===== config.mk =====
export PLATFORM = sky130hd
export DESIGN_NAME = mac_sequencer
export DESIGN_NICKNAME = d
export VERILOG_FILES = /design/src/rtl/controle_pkg.sv /design/src/rtl/step_counter.sv /design/src/rtl/mac_sequencer.sv
export SDC_FILE = /design/constraint.sdc
export NUM_CORES = 1
export LEC_CHECK = 0
export ABC_CLOCK_PERIOD_IN_PS = 2500
export BUFFER_PORTS_ARGS = -buffer_cell sky130_fd_sc_hd__buf_2
export CAP_MARGIN = 20
export CORE_ASPECT_RATIO = 1.25
export CORE_MARGIN = 10
export CORE_UTILIZATION = 30
export CTS_CLUSTER_DIAMETER = 40
export DETAILED_ROUTE_END_ITERATION = 8
export GPL_ROUTABILITY_DRIVEN = 0
export SYNTH_ARGS = -nofsm -noshare
export SYNTH_HDL_FRONTEND = slang
export SYNTH_SLANG_ARGS = --single-unit

===== constraint.sdc =====
create_clock -name clk -period 2.5 [get_ports clk]
set_input_delay 0.75 -clock clk [delete_from_list [all_inputs] [get_ports clk]]
set_output_delay 0.75 -clock clk [all_outputs]
set_load 0.005 [all_outputs]

===== src/rtl/controle_pkg.sv =====
// Shared definitions for the Controle datapath control unit and its micro-sequencer:
// operation codes, register/ALU control codes and the sequencer state encoding.
package controle_pkg;

  localparam logic [4:0] OP_LOAD  = 5'd0;
  localparam logic [4:0] OP_ACC   = 5'd1;
  localparam logic [4:0] OP_SHR   = 5'd3;
  localparam logic [4:0] OP_STORE = 5'd4;
  localparam logic [4:0] OP_NOP   = 5'd5;

  // Tx/Ty/Tz register controls and ULA function codes inside Controle.
  localparam logic [1:0] T_HOLD  = 2'd0;
  localparam logic [1:0] T_LOAD  = 2'd1;
  localparam logic [1:0] T_RESET = 2'd2;
  localparam logic [1:0] T_SHR   = 2'd3;
  localparam logic       ULA_NONE = 1'b0;
  localparam logic       ULA_SUM  = 1'b1;

  typedef enum logic [2:0] {
    ST_IDLE,
    ST_LOAD,
    ST_ACCUM,
    ST_SHIFT,
    ST_STORE,
    ST_DRAIN,
    ST_DONE
  } seq_state_t;

  function automatic logic [4:0] state_op(input seq_state_t s);
    case (s)
      ST_LOAD:  return OP_LOAD;
      ST_ACCUM: return OP_ACC;
      ST_SHIFT: return OP_SHR;
      ST_STORE: return OP_STORE;
      default:  return OP_NOP;
    endcase
  endfunction

  function automatic logic state_busy(input seq_state_t s);
    return (s == ST_LOAD) || (s == ST_ACCUM) || (s == ST_SHIFT) ||
           (s == ST_STORE) || (s == ST_DRAIN);
  endfunction

endpackage


===== src/rtl/step_counter.sv =====
// Loadable down-counter that saturates at zero; o_last flags the final counted cycle.
module step_counter #(
  parameter int W = 8
) (
  input  logic         clk,
  input  logic         reset,
  input  logic         i_load,
  input  logic [W-1:0] i_load_val,
  input  logic         i_dec,
  output logic [W-1:0] o_count,
  output logic         o_last
);

  logic [W-1:0] r_count;
  logic         w_zero;

  assign w_zero  = (r_count == '0);
  assign o_last  = (r_count == W'(1));
  assign o_count = r_count;

  always_ff @(posedge clk) begin
    if (reset) begin
      r_count <= '0;
    end else if (i_load) begin
      r_count <= i_load_val;
    end else if (i_dec && !w_zero) begin
      r_count <= r_count - W'(1);
    end
  end

endmodule


===== src/rtl/mac_sequencer.sv =====
// Drives Controle's operacao input through one LOAD / ACC*B / SHR*S / STORE job,
// then waits PIPE_LAT cycles so Z is valid when done pulses.
module mac_sequencer
  import controle_pkg::*;
#(
  parameter int CNT_W    = 8,
  parameter int SH_W     = 4,
  parameter int PIPE_LAT = 2
) (
  input  logic             clk,
  input  logic             reset,
  input  logic             start,
  input  logic             abort,
  input  logic [CNT_W-1:0] mult_count,
  input  logic [SH_W-1:0]  shift_count,
  output logic [4:0]       operacao,
  output logic             op_valid,
  output logic             busy,
  output logic             done,
  output logic [CNT_W-1:0] steps_left,
  output seq_state_t       state_dbg
);

  localparam logic [CNT_W-1:0] DRAIN_LEN = CNT_W'(PIPE_LAT);

  seq_state_t       r_state;
  seq_state_t       w_next;
  logic [CNT_W-1:0] r_b;
  logic [SH_W-1:0]  r_s;
  logic [CNT_W-1:0] w_s_ext;
  logic             w_capture;
  logic             w_cnt_load;
  logic             w_cnt_dec;
  logic [CNT_W-1:0] w_cnt_val;
  logic             w_cnt_last;

  assign w_s_ext   = CNT_W'(r_s);
  assign state_dbg = r_state;

  step_counter #(.W(CNT_W)) u_step_counter (
    .clk        (clk),
    .reset      (reset),
    .i_load     (w_cnt_load),
    .i_load_val (w_cnt_val),
    .i_dec      (w_cnt_dec),
    .o_count    (steps_left),
    .o_last     (w_cnt_last)
  );

  // Each counted state is entered with its length preloaded and leaves on o_last.
  always_comb begin
    w_next     = r_state;
    w_capture  = 1'b0;
    w_cnt_load = 1'b0;
    w_cnt_dec  = 1'b0;
    w_cnt_val  = '0;
    case (r_state)
      ST_IDLE, ST_DONE: begin
        if (start && !(abort && r_state == ST_DONE)) begin
          w_capture = 1'b1;
          w_next    = ST_LOAD;
        end else begin
          w_next = ST_IDLE;
        end
      end
      ST_LOAD: begin
        if (r_b != '0) begin
          w_cnt_load = 1'b1;
          w_cnt_val  = r_b;
          w_next     = ST_ACCUM;
        end else if (r_s != '0) begin
          w_cnt_load = 1'b1;
          w_cnt_val  = w_s_ext;
          w_next     = ST_SHIFT;
        end else begin
          w_next = ST_STORE;
        end
      end
      ST_ACCUM: begin
        if (w_cnt_last && r_s != '0) begin
          w_cnt_load = 1'b1;
          w_cnt_val  = w_s_ext;
          w_next     = ST_SHIFT;
        end else begin
          w_cnt_dec = 1'b1;
          if (w_cnt_last) w_next = ST_STORE;
        end
      end
      ST_SHIFT: begin
        w_cnt_dec = 1'b1;
        if (w_cnt_last) w_next = ST_STORE;
      end
      ST_STORE: begin
        if (PIPE_LAT > 0) begin
          w_cnt_load = 1'b1;
          w_cnt_val  = DRAIN_LEN;
          w_next     = ST_DRAIN;
        end else begin
          w_next = ST_DONE;
        end
      end
      ST_DRAIN: begin
        w_cnt_dec = 1'b1;
        if (w_cnt_last) w_next = ST_DONE;
      end
      default: w_next = ST_IDLE;
    endcase

    if (abort && state_busy(r_state)) begin
      w_next     = ST_IDLE;
      w_capture  = 1'b0;
      w_cnt_load = 1'b1;
      w_cnt_dec  = 1'b0;
      w_cnt_val  = '0;
    end
  end

  // Outputs are decoded from the next state so they line up with r_state.
  always_ff @(posedge clk) begin
    if (reset) begin
      r_state  <= ST_IDLE;
      operacao <= OP_NOP;
      op_valid <= 1'b0;
      busy     <= 1'b0;
      done     <= 1'b0;
      r_b      <= '0;
      r_s      <= '0;
    end else begin
      r_state  <= w_next;
      operacao <= state_op(w_next);
      op_valid <= (state_op(w_next) != OP_NOP);
      busy     <= state_busy(w_next);
      done     <= (w_next == ST_DONE);
      if (w_capture) begin
        r_b <= mult_count;
        r_s <= shift_count;
      end
    end
  end

endmodule


==> Yosys cells after proc, flatten, opt, wreduce, memory -nomap -nowiden <==
Index checks and enable logic that the tools add are counted.
{ "totals": {"ff_bits": 31, "inputBits": 16, "out_inout_bits": 19} }
{ "op_classes": {"n_mux": 28, "add_sub_neg": 1, "n_reduce_logical": 22, "eq_ne": 14} }
{ "op_table": {"columns": ["cell", "count"], "rows": [
  ["$mux W8", 4],
  ["$pmux W8 S3", 1],
  ["$eq A3 B3 Y1 const B", 6],
  ["$mux W3", 6],
  ["$pmux W3 S6", 1],
  ["$eq A3 B2 Y1 const B", 4],
  ["$pmux W3 S4", 1],
  ["$mux W1", 10],
  ["$eq A8 B1 Y1 const B", 1],
  ["$logic_not A8 Y1", 1],
  ["$logic_or A1 B1 Y1", 8],
  ["$mux W4", 2],
  ["$reduce_bool A8 Y1", 1],
  ["$sub A8 B1 Y8 const B", 1],
  ["$eq A3 B1 Y1 const B", 2],
  ["$logic_and A1 B1 Y1", 5],
  ["$mux W5", 1],
  ["$ne A5 B3 Y1 const B", 1],
  ["$reduce_bool A4 Y1", 1],
  ["$reduce_or A2 Y1", 2],
  ["$logic_not A3 Y1", 1],
  ["$pmux W1 S3", 1],
  ["$logic_not A1 Y1", 2],
  ["$pmux W1 S2", 1],
  ["$reduce_bool A2 Y1", 1]
]} }

==> Depth between registers and ports, before layout <==
Gate-level depths: netlist of run 1.
{ "logic_depth": {"ltp_word": 12, "mapped_depth": 8} }

==> By module <==
A second synthesis of run 1 with hierarchy kept.
{ "unflattened": {"cells_unflattened": 200, "area_unflattened_um2": 1766.7} }
{ "modules_own_cells": {"columns": ["mod", "cells_per_inst", "instances", "area_each_um2"], "rows": [
  ["mac_sequencer", 137, 1, 1211.2],
  ["step_counter", 63, 1, 555.5]
]} }

==> Worst setup path before layout of run 1 <==
OpenSTA, ideal clock, no wires.
{ "synth_timing": {"kind": "register -> register", "from": "register u_step_counter.r_count[0] (netlist: u_step_counter.o_count[0])", "to": "register u_step_counter.r_count[1] (netlist: u_step_counter.o_count[1])", "path_buffers": 1, "arrival_time_ns": 2.170, "setup_slack_ns": 0.258, "stages_incl_launch_ff": 8, "period_less_slack_ns": 2.242, "t_required_ns": 2.427, "setup_ns": 0.073, "path_cell_list": "dfxtp_1 > ha_1 > or3b_4 > or4_4 > o211a_1 > buf_6 > a211o_1 > nor3_2"} }
{ "synth_between": {"elab_chain_len": 7, "word_cells_on_any_way": 18, "cone_classes": "add/sub: 1; eq/ne: 1; mux: 11; reduce/logical: 5"} }
{ "synth_lines": {"columns": ["element", "line", "text"], "rows": [
  ["start, declared", "step_counter.sv:14", "logic [W-1:0] r_count;"],
  ["start signal, assigned", "step_counter.sv:25", "r_count <= i_load_val;"],
  ["start signal, assigned", "step_counter.sv:27", "r_count <= r_count - W'(1);"],
  ["$eq A8 B1 Y1", "step_counter.sv:18", "assign o_last = (r_count == W'(1));"],
  ["$logic_and A1 B1 Y1", "mac_sequencer.sv:80", "if (w_cnt_last && r_s != '0) begin"],
  ["$mux W1", "mac_sequencer.sv:80", null],
  ["$pmux W1 S2", "mac_sequencer.sv:57", "case (r_state)"],
  ["$mux W1", "mac_sequencer.sv:109", "if (abort && state_busy(r_state)) begin"],
  ["$logic_and A1 B1 Y1", "step_counter.sv:26", "end else if (i_dec && !w_zero) begin"],
  ["$reduce_bool A2 Y1 (no line)", null, null]
]} }
Parallel ways exist; a longest one is shown, timed or not. The select of a mux whose other input is x is not followed.
A chain may end at the register's enable or synchronous reset.

==> Worst setup path after layout of run 1 <==
Same ends and word-level chain as after synthesis.

==> results.cfg, run 1 <==
[outcome]
outcome = complete, no violations

[routing]
detailroute.wirelength.met3_um = 182
met1Wirelength_um = 2060
wl_per_cell_um = 15.3
met2_wirelength_um = 2160
maxUsedRoutingLayer = met4
routed_wl_um = 4550
drtPass1Iterations = 4
drt.antenna.violating_nets = 0
viasPerCell = 5.34
initialDrtViolationCount = 138
detailroute.via_count = 1590
drc = 0

[cts]
cts_setup_buffers = 0
hold_buffers = 0
bufs_on_longest_clock_path = 2
cts_repair_resize_count = 0
cts.reportedPaths.clkPinSlew_ns = 0.06
ctsRootBufferMaster = sky130_fd_sc_hd__clkbuf_8
clk_latency_ns = 0.28
ctsHtreeMaxLevel = 2
tritoncts = done
cts_num_sinks = 29
cts-buffers-inserted = 5

[critical_path]
timing.critical_path.from_type = register
cp.arrival_ns = 2.59
crit_slowest_cell = sky130_fd_sc_hd__or4_4
cp_slowest_stage_delay_ns = 0.52
path_buf_inv = 0
endpoint_type_of_the_worst_setup_path = register
worstPathCellList = ha_1, or3b_4, or4_4, o211a_1, a211o_1, nor3_2
critical-path-top-delay-family = simple AND/OR/NAND/NOR gates
crit_type = register to register
cp.required_ns = 2.71
worstSetupPathDepth = 6
worst-path-max-fanout = 10
reg2reg_depth = 6

[timing]
grt_setup_unrepaired = no
final.min_clock_period_ns = 2.38
fmax_mhz = 421
finalSetupViolCount = 0
worst_clock_skew_ns = 0.00917
fin_tns_setup_ns = 0
final-hold-violation-count = 0
slew_violations = 0
fin_crit_sh_pct = 95.1

[logic_synthesis]
synth-main-ff-cell = sky130_fd_sc_hd__dfxtp_1
syn-instance-count = 191
asyncSetResetFlopFracSynth_pct = 0
synth_enable_flop_cells = 0
yosys.area.top_type = sky130_fd_sc_hd__dfxtp_1
synth_seq_area_share_pct = 35.3
yosys.area.top_type_share_pct = 35.3
synth_area_leaders = sky130_fd_sc_hd__dfxtp_1, sky130_fd_sc_hd__mux2i_1, sky130_fd_sc_hd__nor2_1
mapped_area_um2 = 1650
syn-mean-instance-area_um2 = 8.62
ys.warnings.count = 0
synth.ff_latch_count = 29
synth.lib_cells_used.distinct = 59

[layout]
finish.utilization_pct = 37.7
fillerInstances = 583
post_route_cells_drive_above_1_share_pct = 27.8
antenna-diode-count = 0
num-nets-final = 252
final_cell_mix = sky130_fd_sc_hd__buf_2, sky130_fd_sc_hd__dfxtp_1, sky130_fd_sc_hd__nor2_1
mostFrequentLayoutCell = sky130_fd_sc_hd__buf_2
area.growth.synth_to_final_pct = 22.9

[hold_path]
hold_depth = 2
worst_hold_path_type = register to register

[floorplanning]
initial_utilization_pct = 30.7
core_um2 = 5370
die_boundary_width_um = 86.3
boundaryPins = 35
placementRows = 30
die_area_um2 = 8870
die_h_um = 103

[job]
max_capacitance_violation_count = 0

[placement]
io_buffers = 32
place.detailed.hpwl_um = 3510

[power_and_ir_drop]
power_per_cell_area_nw_per_um2 = 1480
power.ir.vdd_worst_mv = 0.405
power.leakage_nw = 0.899

[grt]
grt_max_degree = 23
global_route.overflow_total = 0
first_global_vias = 1562
grt_first_pass_wirelength_um = 7550
groute.usage.overall_pct = 10.5
grt_antenna_before_repair = 0
## worst register-to-register path: stages, from the launching register on
cell	delay, ns
sky130_fd_sc_hd__dfxtp_1	0.43
sky130_fd_sc_hd__ha_1	0.19
sky130_fd_sc_hd__or3b_4	0.40
sky130_fd_sc_hd__or4_4	0.52
sky130_fd_sc_hd__o211a_1	0.27
sky130_fd_sc_hd__a211o_1	0.34
sky130_fd_sc_hd__nor3_2	0.16
## synthesized netlist by cell type (all sizes together) (2+ instances only)
cell,number
nor2b,3
nand2b,4
or4,3
a221oi,3
nor3,15
mux2i,12
o211a,2
buf,6
nand3,6
a21oi,4
dfxtp,29
nor4,4
clkbuf,5
nor2,22
and3b,2
or3b,4
nand2,9
a22oi,2
a21o,2
a211oi,3
a211o,2
nor4b,2
o21ai,6
nand4,3
and3,3
ha,2
inv,9
or3,2
a41o,2
## flip-flops by register name, indices dropped and copies added (netlist names)
name,count
op_valid,1
busy,1
u_step_counter.o_count,8
operacao,3
state_dbg,3
r_s,4
done,1
r_b,8
## cell type report
| class | count | area [um2] | share of cell area (%) |
|---|---|---|---|
| Clock buffer | 7 | 86.3 | 4.26 |
| Inverter | 9 | 33.8 | 1.67 |
| Multi-Input combinational cell | 143 | 978 | 48.3 |
| Sequential cell | 29 | 581 | 28.7 |
| Tap cell | 64 | 80.1 | 3.96 |
| Timing Repair Buffer | 46 | 265 | 13.1 |
## power breakdown
group | switching [mW] | leakage, nW | internal [mW]
registers | 0.166 | 0.238 | 0.617
logic | 0.952 | 0.616 | 0.872
clock network | 0.175 | 0.0443 | 0.218
## per-stage QoR
step                cells  setup slack (ns)  hold WS (ns)  instance area, um2  power (mW)
floorplan             192             0.258         0.495                1650        2.06
global placement      291             0.187         0.526                1940        2.59
detailed placement    291             0.138         0.533                1940        2.61
CTS                   298             0.127         0.545                2020        3.01
global route          298            0.0376         0.578                2020        3.27
finish                298             0.123         0.533                2020        3.00
## layer usage
layer,vias up,global-route usage (%)
met5,-,0
met4,0,5.99
met3,9,2.77
met2,41,16.8
met1,743,12.5
li1,797,-
## worst paths after layout
check                                          startpoint                        end  slack, ns
worst max-delay path            u_step_counter.o_count[0]  u_step_counter.o_count[1]       0.12
worst min-delay path                               r_b[6]  u_step_counter.o_count[6]       0.53
worst max register to register  u_step_counter.o_count[0]  u_step_counter.o_count[1]       0.12
worst min register to register                     r_b[6]  u_step_counter.o_count[6]       0.53
## cells by family after synthesis
kind of cell / count (synthesis) / synth area share, %
multiplexers: 12 / 7.30
buffers and inverters: 20 / 5.62
flip-flops: 29 / 35.3
other: 1 / 0.228
AO/OA/AOI/OAI: 41 / 19.4
adder cells (fa/ha/maj): 2 / 1.52
AND/OR/NAND/NOR: 85 / 30.2
XOR/XNOR: 1 / 0.532
Note: power is estimated with default switching activity, not from simulation.
==> inputs of run 2 (changes only) <==
--- a/config.mk
+++ b/config.mk
@@ -5,6 +5,7 @@
 export SDC_FILE = /design/constraint.sdc
 export NUM_CORES = 1
 export LEC_CHECK = 0
+export ABC_AREA = 1
 export ABC_CLOCK_PERIOD_IN_PS = 2500
 export BUFFER_PORTS_ARGS = -buffer_cell sky130_fd_sc_hd__buf_2
 export CAP_MARGIN = 20
==> results.cfg, run 2 <==
[timing]
final-hold-violation-count = 0
final.min_clock_period_ns = 1.86
slew_violations = 0
fmax_mhz = 536
worst_pin_slew_ns = 0.558
grt_setup_unrepaired = no
worst_hold_slack_ns = 0.486
fin_crit_sh_pct = 74.6
fin_tns_setup_ns = 0
slew_headroom_pct = 62.7
finalSetupViolCount = 0
worst_clock_skew_ns = 0.00939

[routing]
drt.antenna.violating_nets = 0
wl_per_cell_um = 13.1
routed_wl_um = 4460
initialDrtViolationCount = 89
viasPerCell = 4.78
detailroute.via_count = 1635
drc = 0
drtPass1Iterations = 4

[placement]
detailed_place.area_um2 = 1880
io_buffers = 32
place.detailed.hpwl_um = 3550

[layout]
num-nets-final = 295
final_cell_mix = sky130_fd_sc_hd__nand2_1, sky130_fd_sc_hd__nor2_1, sky130_fd_sc_hd__buf_2
fillerInstances = 605
multi_input_area_um2 = 952
area.growth.synth_to_final_pct = 18.5
mostFrequentLayoutCell = sky130_fd_sc_hd__nand2_1
layout.cell_area.non_filler_um2 = 2000
final-seq-area_um2 = 581
post_route_cells_drive_above_1_share_pct = 23.7
antenna-diode-count = 0

[critical_path]
worst-path-max-fanout = 9
endpoint_type_of_the_worst_setup_path = register
cp.required_ns = 2.66
cp.arrival_ns = 2.03
crit_type = register to register
timing.critical_path.from_type = register

[floorplanning]
initial_utilization_pct = 31.0
die_h_um = 104
placementRows = 30
boundaryPins = 35
die_area_um2 = 9040
die_boundary_width_um = 87.1
core_um2 = 5440

[cts]
cts-buffers-inserted = 5
cts.reportedPaths.clkPinSlew_ns = 0.07
cts_repair_resize_count = 0
hold_buffers = 0
cts_num_sinks = 29
cts_setup_buffers = 0
tritoncts = done
bufs_on_longest_clock_path = 2
ctsRootBufferMaster = sky130_fd_sc_hd__clkbuf_8
clk_latency_ns = 0.28
ctsHtreeMaxLevel = 2

[logic_synthesis]
synth.ff_latch_count = 29
synth_area_leaders = sky130_fd_sc_hd__dfxtp_1, sky130_fd_sc_hd__nand2_1, sky130_fd_sc_hd__a21oi_1
asyncSetResetFlopFracSynth_pct = 0
yosys.area.top_type_share_pct = 34.4
synth_seq_area_share_pct = 34.4
syn-instance-count = 245
synth-main-ff-cell = sky130_fd_sc_hd__dfxtp_1
synth.lib_cells_used.distinct = 31
yosys.area.top_type = sky130_fd_sc_hd__dfxtp_1
post_synth_most_frequent_cells = sky130_fd_sc_hd__nand2_1, sky130_fd_sc_hd__nor2_1, sky130_fd_sc_hd__dfxtp_1
most_numerous_cell_in_the_yosys_netlist = sky130_fd_sc_hd__nand2_1
syn-mean-instance-area_um2 = 6.88
mapped_area_um2 = 1690
synth_enable_flop_cells = 0
ys.warnings.count = 0

[grt]
first_global_vias = 1574
grt_antenna_before_repair = 0
groute.usage.overall_pct = 10.0
global_route.overflow_total = 0
grt_max_degree = 26
grt_first_pass_wirelength_um = 7280

[job]
max_capacitance_violation_count = 0

[hold_path]
worst_hold_path_type = register to register

[power_and_ir_drop]
tot_pwr_mw = 2.49
power_per_cell_area_nw_per_um2 = 1250
power.leakage_nw = 0.913
power.ir.vdd_worst_mv = 0.368

[outcome]
outcome = complete, no violations
==> run 2: final cells by class <==
cell class,count,share of cell area [%]
Sequential cell,29,29.1
Inverter,25,4.70
Clock inverter,1,1.50
Clock buffer,7,4.32
Tap cell,64,4.01
Multi-Input combinational cell,182,47.7
Timing Repair Buffer,34,8.77
==> run 2: cell families after synthesis <==
group,synth area share (%)
compound gates,17.0
xor+xnor,3.12
fa+ha+maj,1.48
buf+inv,9.35
flops,34.4
other cells,0.222
simple gates,34.4
==> run 2: worst paths after layout <==
kind	from	endpoint	slack, ns	depth (start not counted)
worst max-delay path	state_dbg[0]	u_step_counter.o_count[1]	0.64	10
worst min-delay path	r_b[4]	u_step_counter.o_count[4]	0.49	2
worst min register to register	r_b[4]	u_step_counter.o_count[4]	0.49	2
worst max register to register	state_dbg[0]	u_step_counter.o_count[1]	0.64	10
==> run 2: stage by stage <==
stage / std cells / util (%) / setup WS (ns)
finish: 342 / 36.7 / 0.636
global route: 342 / 36.7 / 0.444
CTS: 342 / 36.7 / 0.636
detailed placement: 334 / 34.6 / 0.563
global placement: 334 / 34.6 / 0.563
floorplan: 246 / - / 0.792
==> run 2: per-layer routing <==
layer / share of wire, % / up-vias / global-route usage [%]
met2: 53 / 39 / 17.6
met5: 0 / - / 0
met4: 1.7 / 0 / 4.52
met1: 39 / 732 / 10.2
met3: 6.3 / 8 / 3.45
li1: - / 856 / -
==> run 2: worst max-delay path, stage by stage (launching register included) <==
cell	delay (ns)
sky130_fd_sc_hd__dfxtp_1	0.51
sky130_fd_sc_hd__nor2_2	0.10
sky130_fd_sc_hd__nand2_4	0.11
sky130_fd_sc_hd__nand2_2	0.06
sky130_fd_sc_hd__or2_1	0.21
sky130_fd_sc_hd__nand2_2	0.13
sky130_fd_sc_hd__inv_1	0.10
sky130_fd_sc_hd__nor2_4	0.15
sky130_fd_sc_hd__nand2_2	0.14
sky130_fd_sc_hd__o21ai_1	0.16
sky130_fd_sc_hd__a21oi_1	0.06
==> run 2: report_power, final <==
part,switching [mW],internal [mW],total [mW],leakage [nW]
registers,0.139,0.601,0.740,0.240
clock network,0.183,0.325,0.507,0.0585
logic,0.761,0.482,1.24,0.615
==> inputs of run 3 (changes only) <==
--- a/config.mk
+++ b/config.mk
@@ -6,7 +6,7 @@
 export NUM_CORES = 1
 export LEC_CHECK = 0
 export ABC_AREA = 1
-export ABC_CLOCK_PERIOD_IN_PS = 2500
+export ABC_CLOCK_PERIOD_IN_PS = 1900
 export BUFFER_PORTS_ARGS = -buffer_cell sky130_fd_sc_hd__buf_2
 export CAP_MARGIN = 20
 export CORE_ASPECT_RATIO = 1.25
==> constraint.sdc (replaced) <==
create_clock -name clk -period 1.9 [get_ports clk]
set_input_delay 0.57 -clock clk [delete_from_list [all_inputs] [get_ports clk]]
set_output_delay 0.57 -clock clk [all_outputs]
set_load 0.005 [all_outputs]
==> results.cfg, run 3 (synthesized netlist as in run 2, its figures left out) <==
[routing]
drt.antenna.violating_nets = 0
detailroute.via_count = 1669
routed_wl_um = 4340
wl_per_cell_um = 12.5
initialDrtViolationCount = 88
drtPass1Iterations = 4
viasPerCell = 4.80
drc = 0

[placement]
place.detailed.hpwl_um = 3480
io_buffers = 32
detailed_place.area_um2 = 1940

[layout]
mostFrequentLayoutCell = sky130_fd_sc_hd__nand2_1
post_route_cells_drive_above_1_share_pct = 27.8
antenna-diode-count = 0
fillerInstances = 615
num-nets-final = 303
area.growth.synth_to_final_pct = 20.3
final_cell_mix = sky130_fd_sc_hd__nand2_1, sky130_fd_sc_hd__buf_2, sky130_fd_sc_hd__nor2_1
layout.cell_area.non_filler_um2 = 2030

[critical_path]
reg2reg_depth = 9
regToRegEndpoint = u_step_counter.o_count[1]
setup.worst_path.start = state_dbg[0]
worstSetupEndpoint = u_step_counter.o_count[1]
worst-path-max-fanout = 9
path_common_cell = sky130_fd_sc_hd__nand2_2
crit_type = register to register
timing.critical_path.from_type = register
cp.arrival_ns = 1.90
path_buf_inv = 1
worstPathCellList = nor2_2, nor2_1, or2_1, nand2_2, inv_1, nor2_4, nand2_2, o21ai_1, a21oi_1
worstSetupPathDepth = 9
reg2reg_from = state_dbg[0]
critical-path-top-delay-family = simple AND/OR/NAND/NOR gates
cp_slowest_stage_delay_ns = 0.38
endpoint_type_of_the_worst_setup_path = register
cp.required_ns = 2.06
rrSetupSlack_ns = 0.16
crit_slowest_cell = sky130_fd_sc_hd__dfxtp_2

[cts]
bufs_on_longest_clock_path = 2
cts.reportedPaths.clkPinSlew_ns = 0.06
cts_setup_buffers = 0
cts-buffers-inserted = 5
clk_latency_ns = 0.28
ctsHtreeMaxLevel = 2
cts_num_sinks = 29
ctsRootBufferMaster = sky130_fd_sc_hd__clkbuf_8
hold_buffers = 0
tritoncts = done

[power_and_ir_drop]
power_per_cell_area_nw_per_um2 = 1560
p_int_mw = 1.76
combPwrFrac_pct = 55.3
power_switching_mw = 1.41
power_frac_clock_pct = 14.7
power.leakage_nw = 0.939
net_switching_fraction_of_the_power_pct = 44.4
sequential_group_share_of_total_power_pct = 30.1
power.ir.vdd_worst_mv = 0.486

[outcome]
outcome = complete, no violations

[timing]
fmax_mhz = 574
fin_tns_setup_ns = 0
worst_hold_slack_ns = 0.488
final.min_clock_period_ns = 1.74
finalSetupViolCount = 0
grt_setup_unrepaired = no
final-hold-violation-count = 0
slew_violations = 0
worst_clock_skew_ns = 0.00365
fin_crit_sh_pct = 91.6

[floorplanning]
boundaryPins = 35
initial_utilization_pct = 31.0
die_h_um = 104
die_boundary_width_um = 87.1
core_um2 = 5440
die_area_um2 = 9040
placementRows = 30

[grt]
grt_max_degree = 26
grt_first_pass_wirelength_um = 7490
global_route.overflow_total = 0
first_global_vias = 1697
grt_antenna_before_repair = 0
groute.usage.overall_pct = 9.90

[job]
max_capacitance_violation_count = 0

[hold_path]
worst_hold_path_type = register to register
run 3: cell types whose count changed in the layout (fill, tap and decap cells not counted):
cell / previous run / this run
sky130_fd_sc_hd__dfxtp_1: 29 / 25
sky130_fd_sc_hd__nor2_1: 32 / 31
sky130_fd_sc_hd__clkbuf_1: 1 / 0
sky130_fd_sc_hd__clkinv_2: 0 / 1
sky130_fd_sc_hd__clkbuf_8: 6 / 5
sky130_fd_sc_hd__dfxtp_2: 0 / 4
sky130_fd_sc_hd__nor3_1: 4 / 3
sky130_fd_sc_hd__bufinv_16: 1 / 0
sky130_fd_sc_hd__nor2_2: 4 / 5
sky130_fd_sc_hd__nor3_2: 0 / 1
sky130_fd_sc_hd__buf_4: 2 / 10
run 3: worst reg2reg max path, delay by kind of cell, from the launching register on:
family	cells	cell delay, ns
AO/OA/AOI/OAI	2	0.21
buffers and inverters	1	0.11
AND/OR/NAND/NOR	6	0.92
flip-flops	1	0.38
run 3: layer usage:
layer,GRT usage [%],vias up,part of all wire [%]
met5,0,-,0
met1,10.4,749,41
met2,17.0,40,50
met3,2.82,9,6.0
met4,5.22,0,3.1
li1,-,871,-
run 3: worst min-delay path by stage:
stage / from / endpoint / slack (ns) / depth (start not counted)
2_1_floorplan: r_b[4] / u_step_counter.o_count[4] / 0.45 / 2
3_3_place_gp: r_b[3] / r_b[3] / 0.48 / 2
3_5_place_dp: r_b[2] / r_b[2] / 0.48 / 2
4_1_cts: r_b[2] / r_b[2] / 0.49 / 2
5_1_grt: r_b[3] / r_b[3] / 0.51 / 2
6_report: r_b[4] / u_step_counter.o_count[4] / 0.49 / 2
run 3: layout make-up:
class / count / area [um2] / share of cell area [%]
flip-flops and latches: 29 / 586 / 28.9
well taps: 64 / 80.1 / 3.95
clock buffers: 5 / 68.8 / 3.39
multi-input cells: 182 / 960 / 47.3
repair buffers: 42 / 235 / 11.6
clock inverters: 1 / 5.00 / 0.247
inverters: 25 / 93.8 / 4.63
run 3: timing repair:
action	CTS	global route
endpoints found under the hold margin	0	0
gates resized for setup	0	6
endpoints found under the setup margin	0	12
run 3: power by group through the flow:
stage                     Clock (mW)  Sequential [mW]  Combinational [mW]
after floorplan                    0            0.960                1.23
after global placement             0            0.951                1.76
after detailed placement           0            0.955                1.75
after CTS                      0.473            0.943                1.76
after global routing           0.495            0.981                1.99
final                          0.464            0.951                1.75
run 3: stage by stage:
step           util (%)  setup WS, ns  power (mW)  cells
6_report           37.3         0.159        3.16    348
5_1_grt            37.3       0.00847        3.46    348
4_1_cts            37.0        0.0492        3.18    348
3_5_place_dp       35.7        0.0618        2.71    342
3_3_place_gp       35.7         0.137        2.71    342
2_1_floorplan         -         0.324        2.19    246
